### config.mk
export PLATFORM = sky130hd
export DESIGN_NAME = button_conditioner
export DESIGN_NICKNAME = d
export VERILOG_FILES = /design/src/rtl/button_conditioner_pkg.sv /design/src/rtl/button_conditioner_debounce_channel.sv /design/src/rtl/button_conditioner.sv
export SDC_FILE = /design/constraint.sdc
export NUM_CORES = 1
export LEC_CHECK = 0
export ABC_AREA = 1
export CAP_MARGIN = 20
export CORE_MARGIN = 8
export CORE_UTILIZATION = 38
export CTS_CLUSTER_DIAMETER = 80
export DETAILED_ROUTE_END_ITERATION = 10
export PLACE_DENSITY_LB_ADDON = 0.1
export SYNTH_ARGS = -nofsm -noshare
export SYNTH_HDL_FRONTEND = slang
export SYNTH_SLANG_ARGS = --single-unit
### constraint.sdc
create_clock -name clk_in -period 21.9 [get_ports clk_in]
set_input_delay 3.285 -clock clk_in [delete_from_list [all_inputs] [get_ports clk_in]]
set_output_delay 3.285 -clock clk_in [all_outputs]
set_load 0.02 [all_outputs]
### src/rtl/button_conditioner_pkg.sv
// Shared button indices, default timing constants and the per-channel repeat FSM state type.
package button_conditioner_pkg;

  localparam int unsigned BTN_D    = 0;
  localparam int unsigned BTN_C    = 1;
  localparam int unsigned BTN_U    = 2;
  localparam int unsigned BTN_L    = 3;
  localparam int unsigned BTN_R    = 4;
  localparam int unsigned NUM_BTNS = 5;
  localparam int unsigned NUM_SW   = 16;

  localparam int unsigned DEBOUNCE_CYCLES = 650000;
  localparam int unsigned REPEAT_DELAY    = 26000000;
  localparam int unsigned REPEAT_PERIOD   = 6500000;

  typedef enum logic [1:0] {RptIdle, RptDelay, RptRepeat} rpt_state_e;

  function automatic int unsigned max_u(input int unsigned a, input int unsigned b);
    return (a > b) ? a : b;
  endfunction

endpackage

### src/rtl/button_conditioner_debounce_channel.sv
// One button: two-flop synchroniser, debounce counter and auto-repeat FSM.
module debounce_channel
  import button_conditioner_pkg::*;
#(
  parameter int unsigned DEBOUNCE_CYCLES = button_conditioner_pkg::DEBOUNCE_CYCLES,
  parameter int unsigned REPEAT_DELAY    = button_conditioner_pkg::REPEAT_DELAY,
  parameter int unsigned REPEAT_PERIOD   = button_conditioner_pkg::REPEAT_PERIOD
) (
  input  logic clk,
  input  logic rst,
  input  logic raw,
  output logic level,
  output logic press,
  output logic rpt
);

  localparam int unsigned DCW = $clog2(DEBOUNCE_CYCLES + 1);
  localparam int unsigned RCW = $clog2(max_u(REPEAT_DELAY, REPEAT_PERIOD) + 1);

  logic [1:0]     sync_q;
  logic [DCW-1:0] dcnt_q, dcnt_d;
  logic           level_q, level_d;
  logic           press_q, press_d;
  logic           rpt_q, rpt_d;
  logic [RCW-1:0] rcnt_q, rcnt_d;
  rpt_state_e     state_q, state_d;
  logic           rise, fall;

  always_comb begin
    dcnt_d  = dcnt_q;
    level_d = level_q;
    rise    = 1'b0;
    fall    = 1'b0;
    if (sync_q[1] == level_q) begin
      dcnt_d = '0;
    end else if (dcnt_q == DCW'(DEBOUNCE_CYCLES - 1)) begin
      level_d = ~level_q;
      dcnt_d  = '0;
      rise    = ~level_q;
      fall    = level_q;
    end else begin
      dcnt_d = dcnt_q + 1'b1;
    end
    press_d = rise;
  end

  // An accepted fall wins over a repeat pulse due in the same cycle.
  always_comb begin
    state_d = state_q;
    rcnt_d  = rcnt_q;
    rpt_d   = 1'b0;
    unique case (state_q)
      RptIdle: begin
        if (rise) begin
          rpt_d   = 1'b1;
          state_d = RptDelay;
          rcnt_d  = '0;
        end
      end
      RptDelay: begin
        if (fall) begin
          state_d = RptIdle;
          rcnt_d  = '0;
        end else if (rcnt_q == RCW'(REPEAT_DELAY - 1)) begin
          rpt_d   = 1'b1;
          state_d = RptRepeat;
          rcnt_d  = '0;
        end else begin
          rcnt_d = rcnt_q + 1'b1;
        end
      end
      RptRepeat: begin
        if (fall) begin
          state_d = RptIdle;
          rcnt_d  = '0;
        end else if (rcnt_q == RCW'(REPEAT_PERIOD - 1)) begin
          rpt_d  = 1'b1;
          rcnt_d = '0;
        end else begin
          rcnt_d = rcnt_q + 1'b1;
        end
      end
      default: begin
        state_d = RptIdle;
        rcnt_d  = '0;
      end
    endcase
  end

  always_ff @(posedge clk or posedge rst) begin
    if (rst) begin
      sync_q  <= '0;
      dcnt_q  <= '0;
      level_q <= 1'b0;
      press_q <= 1'b0;
      rpt_q   <= 1'b0;
      rcnt_q  <= '0;
      state_q <= RptIdle;
    end else begin
      sync_q  <= {sync_q[0], raw};
      dcnt_q  <= dcnt_d;
      level_q <= level_d;
      press_q <= press_d;
      rpt_q   <= rpt_d;
      rcnt_q  <= rcnt_d;
      state_q <= state_d;
    end
  end

  assign level = level_q;
  assign press = press_q;
  assign rpt   = rpt_q;

endmodule

### src/rtl/button_conditioner.sv
// Conditions raw board buttons (debounce, press and repeat pulses) and synchronises switches.
module button_conditioner #(
  parameter int unsigned NUM_BTNS        = button_conditioner_pkg::NUM_BTNS,
  parameter int unsigned NUM_SW          = button_conditioner_pkg::NUM_SW,
  parameter int unsigned DEBOUNCE_CYCLES = button_conditioner_pkg::DEBOUNCE_CYCLES,
  parameter int unsigned REPEAT_DELAY    = button_conditioner_pkg::REPEAT_DELAY,
  parameter int unsigned REPEAT_PERIOD   = button_conditioner_pkg::REPEAT_PERIOD
) (
  input  logic                clk_in,
  input  logic                rst_in,
  input  logic [NUM_BTNS-1:0] btn_in,
  input  logic [NUM_SW-1:0]   sw_in,
  output logic [NUM_BTNS-1:0] btn_level_out,
  output logic [NUM_BTNS-1:0] btn_press_out,
  output logic [NUM_BTNS-1:0] btn_repeat_out,
  output logic [NUM_SW-1:0]   sw_out
);

  import button_conditioner_pkg::*;

  logic [NUM_SW-1:0] sw_meta_q, sw_sync_q;

  // Switches are only synchronised; they are not debounced.
  always_ff @(posedge clk_in or posedge rst_in) begin
    if (rst_in) begin
      sw_meta_q <= '0;
      sw_sync_q <= '0;
    end else begin
      sw_meta_q <= sw_in;
      sw_sync_q <= sw_meta_q;
    end
  end

  assign sw_out = sw_sync_q;

  for (genvar i = 0; i < NUM_BTNS; i++) begin : g_btn
    debounce_channel #(
      .DEBOUNCE_CYCLES(DEBOUNCE_CYCLES),
      .REPEAT_DELAY   (REPEAT_DELAY),
      .REPEAT_PERIOD  (REPEAT_PERIOD)
    ) u_chan (
      .clk  (clk_in),
      .rst  (rst_in),
      .raw  (btn_in[i]),
      .level(btn_level_out[i]),
      .press(btn_press_out[i]),
      .rpt  (btn_repeat_out[i])
    );
  end

endmodule

==> impl_metrics.toml, run 1 <==
[clock_tree]
cts_num_sinks = 292
cts_htree_levels = 2
clkLatencyLatePin_ns = 0.54
post_cts_buffers = 0
numCtsBuffers = 38
cts_tree = "built"
cts_root_buffer = "sky130_fd_sc_hd__clkbuf_16"
cts-resized-gates = 0
cts-root-to-sink-buffers = 3
holdBufCountCts = 0
clk_transition_reported_paths_ns = 0.06

[timing]
unrepaired_setup_endpoints_after_global_routing = "false"
final_number_of_setup_violating_endpoints = 0
setup_total_negative_slack_ns = 0
timing.final.crit_period_ns = 4.83
final.setup_skew_ns = 0.0108
finalMaxSlewViolations = 0
clock.fmax_mhz = 207
min_period_over_period_pct = 22.1
slew_worst_pin_ns = 1.05
timing.final.ws_setup_ns = 17.07
hold_viol = 0
slew_headroom_pct = 30.0

[setup_path]
timing.critical_path.buf_inv = 1
crit_path_cell_trace = "clkdlybuf4s50_1"
timing.critical_path.slowest_cell_delay_ns = 0.63
setup.worst_path.end_class = "primary output"
critPathMaxFanout = 4
crit_path_start_kind = "flop"
cell_family_with_most_cp_delay = "buffers and inverters"
crit_type = "flop to primary output"
worst-endpoint-arrival_ns = 1.55
max_stage_delay_cell_worst_path = "sky130_fd_sc_hd__clkdlybuf4s50_1"
worst_ep_required_time_ns = 18.62

[yosys]
syn_area_per_cell_um2 = 7.63
yosys_register_bits = 292
synth_edf_count = 0
synth.lib_cells_used.distinct = 47
synth_cells = 2099
synth_seq_area_share_pct = 45.6
synth.net_count = 2152
synthFlopType = "sky130_fd_sc_hd__dfrtp_1"
post_syn_area_um2 = 16000
synthArstFlopShare_pct = 100
synthesis.yosys.warnings = 0

[cells_and_area]
finish.utilization_pct = 43.8
final_cell_area_um2 = 18300
fillers = 4173
antenna_cells = 0
finish.net_count = 2205
area_growth_pct = 14.1
drive_gt1_share_pct = 7.02

[routing]
antenna_left = 0
detail_route.vias_per_cell = 4.79
detail_route.first_pass.iterations = 5
routed_length_per_instance_um = 12.8
route.detailed.drc = 0
routed-via-count = 13024
drt-initial-drc-count = 991
final_wl_mm = 34.8

[power_and_ir_drop]
cellLeakagePower_nw = 8.32
p_total_w = 0.00122
irDropWorstVdd_mv = 0.0606
power.density_nw_per_um2 = 66.7

[floorplanning]
floorplan.core_area_um2 = 41800
dieHeight_um = 221
die-area_um2 = 49000
placement_rows = 75
initial_utilization_pct = 38.3
dieWidth_um = 221
top_level_ports = 54

[grt]
globalRouteOverflowTotal = 0
grt_pass1_vias = 12734
largest_net_degree_at_the_start_of_global_routing = 169
grt_antenna_before_repair = 0
track_usage_pct = 14.3
grt_first_pass_wirelength_mm = 60.5

[placed_design]
pre_cts_ws_ns = 16.46
post_dp_cell_area_um2 = 17000
gp_routability_congestion = 0.834
dp_hpwl_mm = 24.4
numPortBuffers = 53

[run]
cap_viol_max_count = 0

[run_status]
status = "finished clean"

[worst_hold_path]
min_path_type = "flop to flop"
-- metrics by stage --
stage	instances	hold slack (ns)
finish	2718	0.346
floorplan	2099	0.331
global route	2718	0.352
global placement	2650	0.332
detailed placement	2650	0.335
CTS	2717	0.348
-- state kept, by name, summed over array words and instances (netlist names) --
register / count
g_btn.u_chan.dcnt_q: 100
g_btn.u_chan.press: 5
sw_meta_q: 16
g_btn.u_chan.level: 5
g_btn.u_chan.state_q: 10
sw_out: 16
g_btn.u_chan.rcnt_q: 125
g_btn.u_chan.rpt: 5
g_btn.u_chan.sync_q: 10
-- layout by cell type, fill, tap and decap left out, drive strengths merged --
| cell | n |
|---|---|
| xnor2 | 9 |
| inv | 277 |
| o21bai | 5 |
| a21o | 3 |
| nor2 | 421 |
| a21oi | 44 |
| o22ai | 1 |
| nand4 | 58 |
| clkdlybuf4s50 | 53 |
| a221oi | 1 |
| a211oi | 7 |
| clkinv | 12 |
| nand3 | 157 |
| bufinv | 3 |
| o21ai | 63 |
| o21a | 7 |
| nor4 | 7 |
| a21boi | 1 |
| dfrtp | 292 |
| and3 | 8 |
| buf | 5 |
| or2 | 2 |
| nand2 | 464 |
| clkbuf | 57 |
| ha | 30 |
| o211ai | 2 |
| nand3b | 4 |
| xor2 | 79 |
| a31oi | 12 |
| nor3b | 7 |
| a311oi | 3 |
| nor3 | 85 |
-- final timing paths --
path,end,slack (ns),cells after the start,from
setup / recovery,btn_level_out[3],17.07,1,g_btn[3].u_chan.level$_DFFE_PP0P_
hold / removal,sw_out[0]$_DFF_PP0_,0.35,0,sw_meta_q[0]$_DFF_PP0_
setup reg to reg,g_btn[0].u_chan.rcnt_q[22]$_DFFE_PP0P_,18.74,8,g_btn[0].u_chan.dcnt_q[0]$_DFF_PP0_
hold reg to reg,sw_out[0]$_DFF_PP0_,0.35,0,sw_meta_q[0]$_DFF_PP0_
max in group asynchronous,g_btn[1].u_chan.rcnt_q[6]$_DFFE_PP0P_,17.18,3,rst_in
min in group asynchronous,g_btn[0].u_chan.dcnt_q[9]$_DFF_PP0_,3.28,2,rst_in
-- area by class of cell --
type / instances / area (µm²) / share of cell area (%)
repair buffers: 58 / 581 / 3.18
clock buffers: 57 / 1190 / 6.49
multi-input cells: 1480 / 7320 / 40.1
well taps: 539 / 674 / 3.69
flip-flops and latches: 292 / 7310 / 40.0
clock inverters: 10 / 129 / 0.705
inverters: 282 / 1070 / 5.88
-- layer usage --
metal	GRT usage [%]	up-vias	share of wire, %
li1	-	6765	-
met1	18.8	6056	49
met2	23.5	146	46
met3	2.45	57	3.1
met4	4.91	0	2.4
met5	0	-	0
-- logic make-up after synthesis --
family | share of synthesized area [%]
AND/OR/NAND/NOR | 33.1
buffers and inverters | 8.63
flip-flops | 45.6
AO/OA/AOI/OAI | 5.43
XOR/XNOR | 4.81
adder cells (fa/ha/maj) | 2.34
-- where the power goes --
group / internal [W] / switching [W]
combinational: 0.00000961 / 0.0000198
sequential: 0.000546 / 0.00000296
clock: 0.000408 / 0.000233
-- Yosys cell counts, types with 8 or more instances --
master / count / area share, %
sky130_fd_sc_hd__nand2_1: 455 / 11
sky130_fd_sc_hd__nand4_1: 54 / 2.1
sky130_fd_sc_hd__a31oi_1: 12 / 0.47
sky130_fd_sc_hd__inv_1: 261 / 6.1
sky130_fd_sc_hd__dfrtp_1: 292 / 46
sky130_fd_sc_hd__ha_1: 30 / 2.3
sky130_fd_sc_hd__inv_2: 15 / 0.35
sky130_fd_sc_hd__xnor2_1: 9 / 0.49
sky130_fd_sc_hd__and3_1: 8 / 0.31
sky130_fd_sc_hd__buf_2: 15 / 0.47
sky130_fd_sc_hd__nand2_2: 8 / 0.31
sky130_fd_sc_hd__buf_4: 24 / 1.1
sky130_fd_sc_hd__o21ai_1: 38 / 1.2
sky130_fd_sc_hd__o21ai_0: 24 / 0.75
sky130_fd_sc_hd__xor2_1: 79 / 4.3
sky130_fd_sc_hd__nor2_2: 37 / 1.4
sky130_fd_sc_hd__nor3_1: 78 / 2.4
sky130_fd_sc_hd__a21oi_1: 41 / 1.3
sky130_fd_sc_hd__nand3_1: 155 / 4.8
sky130_fd_sc_hd__nor2_1: 381 / 8.9
(Power assumes the default switching activity.)
==> run 2: changes to the inputs <==
==> constraint.sdc (replaced) <==
create_clock -name clk_in -period 4.3 [get_ports clk_in]
set_input_delay 0.645 -clock clk_in [delete_from_list [all_inputs] [get_ports clk_in]]
set_output_delay 0.645 -clock clk_in [all_outputs]
set_load 0.02 [all_outputs]
==> run 2 against run 1 <==
Via count rose by 0.18%. Total power rose to 5.1 times the previous value. Clock power rose to 5.1 times the previous value. Worst hold slack barely moved. Register-to-register slack got worse by 17 ns. Sequential share of layout area fell by 0.11 points. Global-route usage barely moved. Clock skew rose by 0.0068 ns. Utilization rose by 0.12 points. Critical path depth rose by 7. Non-clock buffer count rose by 4. Cell area rose by 0.27%. Critical endpoint is now g_btn[4].u_chan.rcnt_q[19]$_DFFE_PP0P_. Largest cell class unchanged. Largest power group unchanged.
==> impl_metrics.toml, run 2 (synthesis gave the netlist of run 1 again) <==
[cells_and_area]
register_cell_area_after_layout_um2 = 7310
layout_commonest_cell = "sky130_fd_sc_hd__nand2_1"
drive_gt1_share_pct = 7.23
final_cell_area_um2 = 18300
multi_input_comb_area_um2 = 7320
antenna_cells = 0
area_growth_pct = 14.4
fillers = 4212
biggestRegsByFlops = "g_btn.u_chan.rcnt_q x125, g_btn.u_chan.dcnt_q x100"
top_register = "g_btn.u_chan.rcnt_q"
finish.net_count = 2208
flip_flop_count_of_the_largest_register_all_copies_and_words_added = 125
top_library_cells_by_usage_in_the_layout_fill_and_taps_aside = "sky130_fd_sc_hd__nand2_1, sky130_fd_sc_hd__nor2_1, sky130_fd_sc_hd__dfrtp_1, sky130_fd_sc_hd__inv_1, sky130_fd_sc_hd__nand3_1"

[timing]
final.setup_skew_ns = 0.0175
unrepaired_setup_endpoints_after_global_routing = "false"
setup_total_negative_slack_ns = 0
min_period_over_period_pct = 59.7
slew_headroom_pct = 31.3
clock.fmax_mhz = 390
timing.final.crit_period_ns = 2.57
hold_viol = 0
final_number_of_setup_violating_endpoints = 0
finalMaxSlewViolations = 0
slew_worst_pin_ns = 1.03

[clock_tree]
post_cts_buffers = 0
clkLatencyLatePin_ns = 0.55
cts-resized-gates = 0
cts-root-to-sink-buffers = 3
holdBufCountCts = 0
cts_num_sinks = 292
cts_tree = "built"
numCtsBuffers = 37
clk_transition_reported_paths_ns = 0.06
cts_root_buffer = "sky130_fd_sc_hd__clkbuf_16"
cts_htree_levels = 2

[routing]
detail_route.first_pass.iterations = 7
drt-initial-drc-count = 850
final_wl_mm = 34.7
route.detailed.drc = 0
routed-via-count = 13048
detail_route.vias_per_cell = 4.79
routed_length_per_instance_um = 12.8
antenna_left = 0

[grt]
track_usage_pct = 14.3
grt_first_pass_wirelength_mm = 60.6
largest_net_degree_at_the_start_of_global_routing = 100
globalRouteOverflowTotal = 0
grt_antenna_before_repair = 0
grt_pass1_vias = 12727

[floorplanning]
top_level_ports = 54
floorplan.core_area_um2 = 41800
placement_rows = 75
dieHeight_um = 221
initial_utilization_pct = 38.3
dieWidth_um = 221
die-area_um2 = 49000

[setup_path]
critPathMaxFanout = 28
crit_type = "flop to flop"
crit_path_cell_trace = "ha_1 -> nand3_1 -> nor2_2 -> nand4_1 -> nand2_2 -> inv_2 -> a21oi_4 -> nor2_1"
crit_path_start_kind = "flop"
timing.critical_path.slowest_cell_delay_ns = 0.61
worst-endpoint-arrival_ns = 2.96
max_stage_delay_cell_worst_path = "sky130_fd_sc_hd__a21oi_4"
setup.worst_path.end_class = "flop"
worst_ep_required_time_ns = 4.69

[placed_design]
gp_routability_congestion = 0.844
dp_hpwl_mm = 24.7
post_dp_cell_area_um2 = 17000
numPortBuffers = 53

[run]
cap_viol_max_count = 0

[power_and_ir_drop]
power.density_nw_per_um2 = 339
cellLeakagePower_nw = 8.33
irDropWorstVdd_mv = 0.285

[run_status]
status = "finished clean"

[worst_hold_path]
min_path_type = "flop to flop"
## run 2: changes by cell type in the layout (fill, tap and decap cells not counted), sizes merged
cell / previous run / this run
bufinv: 3 / 4
clkinvlp: 0 / 3
inv: 277 / 278
buf: 5 / 9
clkbuf: 57 / 53
## run 2: worst max-delay path, delay by kind of cell, from the launching register on
family / cells / cell delay, ns
buffers and inverters: 1 / 0.19
adders and majority gates: 1 / 0.20
AOI/OAI and AO/OA: 1 / 0.61
and+or+nand+nor: 5 / 1.01
DFF: 1 / 0.38
## run 2: path summary, 6_finish.rpt
path                                                     start                                endpoint  slack, ns  depth (start not counted)
min reg2reg                             sw_meta_q[4]$_DFF_PP0_                     sw_out[4]$_DFF_PP0_       0.35                          0
min in group asynchronous                               rst_in  g_btn[3].u_chan.state_q[1]$_DFFE_PP0P_       0.40                          2
max                        g_btn[4].u_chan.dcnt_q[0]$_DFF_PP0_  g_btn[4].u_chan.rcnt_q[19]$_DFFE_PP0P_       1.73                          8
max in group asynchronous                               rst_in    g_btn[1].u_chan.dcnt_q[12]$_DFF_PP0_       3.07                          3
max reg2reg                g_btn[4].u_chan.dcnt_q[0]$_DFF_PP0_  g_btn[4].u_chan.rcnt_q[19]$_DFFE_PP0P_       1.73                          8
min                                     sw_meta_q[4]$_DFF_PP0_                     sw_out[4]$_DFF_PP0_       0.35                          0
## run 2: metal layers
metal	part of all wire, %	track usage [%]	up-vias
met5	0	0	-
met4	2.1	4.99	0
met3	3.3	2.45	49
met2	46	23.5	177
met1	49	18.8	6045
li1	-	-	6777
## run 2: stage by stage
step	power (W)	hold slack, ns	setup slack [ns]	util (%)	instances
2_1_floorplan	0.00293	0.331	-0.220	-	2099
3_3_place_gp	0.00301	0.332	1.78	40.7	2654
3_5_place_dp	0.00301	0.335	1.68	40.7	2654
4_1_cts	0.00635	0.348	1.69	43.9	2722
5_1_grt	0.00647	0.348	1.39	43.9	2723
6_report	0.00621	0.346	1.73	43.9	2723
## run 2: power breakdown
group / internal, W / switching [W]
sequential: 0.00278 / 0.0000140
clock: 0.00201 / 0.00125
combinational: 0.0000543 / 0.000104
total: 0.00485 / 0.00136
## run 2: cell type report
class / instances / share of cell area (%)
clock inverter: 15 / 1.17
timing repair buffer: 62 / 3.54
inverter: 282 / 5.84
tap: 539 / 3.68
multi-input combinational: 1480 / 40.0
clock buffer: 53 / 5.93
sequential: 292 / 39.9
==> run 3: changes to the inputs <==
==> constraint.sdc (replaced) <==
create_clock -name clk_in -period 2.2 [get_ports clk_in]
set_input_delay 0.33 -clock clk_in [delete_from_list [all_inputs] [get_ports clk_in]]
set_output_delay 0.33 -clock clk_in [all_outputs]
set_load 0.02 [all_outputs]
==> run 3 against run 2 <==
Die area did not move. Sequential cell count did not move. Routed wire length rose by 0.31%. Utilization up 0.13 points. Total power up 85%. Sequential power increased by 96%. Critical path depth grew 3. Clock power grew 74%. Highest routed layer unchanged. Clock skew up 0.0037 ns. Sequential share of layout area decreased by 0.12 points.
==> impl_metrics.toml, run 3 (synthesis gave the netlist of run 1 again) <==
[run_status]
status = "finished clean"

[timing]
hold_slack_ns = 0.221
timing.final.crit_period_ns = 1.94
slew_headroom_pct = 63.9
final_number_of_setup_violating_endpoints = 0
finalMaxSlewViolations = 0
unrepaired_setup_endpoints_after_global_routing = "false"
clock.fmax_mhz = 516
timing.final.ws_setup_ns = 0.263
final.setup_skew_ns = 0.0212
slew_worst_pin_ns = 0.536
min_period_over_period_pct = 88.1
hold_viol = 0

[clock_tree]
cts_htree_levels = 2
cts_tree = "built"
cts-resized-gates = 0
cts_root_buffer = "sky130_fd_sc_hd__clkbuf_16"
post_cts_buffers = 0
clk_transition_reported_paths_ns = 0.06
cts-root-to-sink-buffers = 3
holdBufCountCts = 0
cts_num_sinks = 292
clkLatencyLatePin_ns = 0.55
numCtsBuffers = 35

[cells_and_area]
layout_commonest_cell = "sky130_fd_sc_hd__nand2_1"
multi_input_comb_area_um2 = 7330
top_register = "g_btn.u_chan.rcnt_q"
finish.net_count = 2226
antenna_cells = 0
biggestRegsByFlops = "g_btn.u_chan.rcnt_q x125, g_btn.u_chan.dcnt_q x100"
top_library_cells_by_usage_in_the_layout_fill_and_taps_aside = "sky130_fd_sc_hd__nand2_1, sky130_fd_sc_hd__nor2_1, sky130_fd_sc_hd__dfrtp_1, sky130_fd_sc_hd__inv_1, sky130_fd_sc_hd__nand3_1"
flip_flop_count_of_the_largest_register_all_copies_and_words_added = 125
drive_gt1_share_pct = 8.05
register_cell_area_after_layout_um2 = 7310
area_growth_pct = 14.8
fillers = 4120

[setup_path]
worst-endpoint-arrival_ns = 2.36
crit_path_start_kind = "flop"
cell_family_with_most_cp_delay = "simple AND/OR/NAND/NOR gates"
worst_ep_required_time_ns = 2.62
max_stage_delay_cell_worst_path = "sky130_fd_sc_hd__dfrtp_1"
timing.critical_path.slowest_cell_delay_ns = 0.38
crit_path_cell_trace = "ha_1 -> nand2_1 -> nor2_2 -> inv_1 -> nor2_1 -> nand3b_1 -> nand3_1 -> nand2_1 -> a21oi_2 -> buf_12 -> nor2_1"
critPathMaxFanout = 21
setup.worst_path.end_class = "flop"
crit_type = "flop to flop"
timing.critical_path.buf_inv = 2

[run]
cap_viol_max_count = 0

[placed_design]
dp_hpwl_mm = 25.2
gp_routability_congestion = 0.837
numPortBuffers = 53
pre_cts_ws_ns = 0.182

[routing]
routedLengthMet1_mm = 16.9
routed_length_per_instance_um = 12.7
route.detailed.drc = 0
drt-initial-drc-count = 798
wl_met3_mm = 1.30
met2_length_mm = 15.9
antenna_left = 0
final_wl_mm = 34.8
detail_route.first_pass.iterations = 5
detail_route.vias_per_cell = 4.82
top_layer = "met4"
routed-via-count = 13191

[grt]
grt_antenna_before_repair = 0
track_usage_pct = 14.5
globalRouteOverflowTotal = 0
grt_first_pass_wirelength_mm = 61.5
grt_pass1_vias = 12908
largest_net_degree_at_the_start_of_global_routing = 74

[floorplanning]
dieWidth_um = 221
floorplan.core_area_um2 = 41800
placement_rows = 75
initial_utilization_pct = 38.3
die-area_um2 = 49000
dieHeight_um = 221
top_level_ports = 54

[power_and_ir_drop]
share_comb_of_total_power_pct = 2.8
irDropWorstVdd_mv = 0.574
sequentialPowerShare_pct = 47.6
cellLeakagePower_nw = 8.36
clkPwrFrac_pct = 49.6
p_total_w = 0.0115
netSwitchingFraction_pct = 22.5
net-switching-power_w = 0.00258
p_int_w = 0.00888
power.density_nw_per_um2 = 624

[worst_hold_path]
min_path_type = "input port to flop"
-- run 3: cell count changes in the layout (fill, tap and decap cells not counted), sizes merged --
cell      previous run  this run
buf                  9        29
bufinv               4         1
clkbuf              53        46
clkinvlp             3         6
inv                278       279
-- run 3: final timing paths --
check / start / to / slack (ns) / depth (start not counted)
worst max-delay path: g_btn[0].u_chan.rcnt_q[0]$_DFFE_PP0P_ / g_btn[0].u_chan.rcnt_q[22]$_DFFE_PP0P_ / 0.26 / 11
worst min-delay path: sw_in[15] / sw_meta_q[15]$_DFF_PP0_ / 0.22 / 1
worst max register to register: g_btn[0].u_chan.rcnt_q[0]$_DFFE_PP0P_ / g_btn[0].u_chan.rcnt_q[22]$_DFFE_PP0P_ / 0.26 / 11
worst min register to register: g_btn[1].u_chan.sync_q[0]$_DFF_PP0_ / g_btn[1].u_chan.sync_q[1]$_DFF_PP0_ / 0.33 / 0
max in group asynchronous: rst_in / sw_out[15]$_DFF_PP0_ / 1.29 / 3
min in group asynchronous: rst_in / g_btn[2].u_chan.rcnt_q[13]$_DFFE_PP0P_ / 0.42 / 3
-- run 3: metrics by stage --
stage	area [µm²]	std cells	TNS, ns	util, %
detailed placement	17200	2675	0	41.3
floorplan	16000	2099	-585.51	-
finish	18400	2737	0	44.0
CTS	18400	2737	0	44.0
global route	18400	2737	0	44.0
global placement	17200	2675	0	41.3
-- run 3: final cells by class --
class,count,area share (%)
multi-input combinational,1480,39.9
sequential,292,39.8
inverter,282,5.83
clock buffer,46,5.43
timing repair buffer,82,4.68
tap,539,3.67
clock inverter,16,0.742
-- run 3: power groups by stage --
stage	Combinational (W)	Clock (W)	Sequential [W]
after floorplan	0.000153	0	0.00557
after global placement	0.000332	0	0.00556
after detailed placement	0.000334	0	0.00556
after CTS	0.000335	0.00595	0.00546
after global routing	0.000365	0.00613	0.00546
final	0.000318	0.00568	0.00546
-- run 3: metal layers --
metal	GRT usage (%)	vias to the layer above
li1	-	6805
met1	19.1	6148
met2	23.9	186
met3	2.57	52
met4	4.56	0
met5	0	-
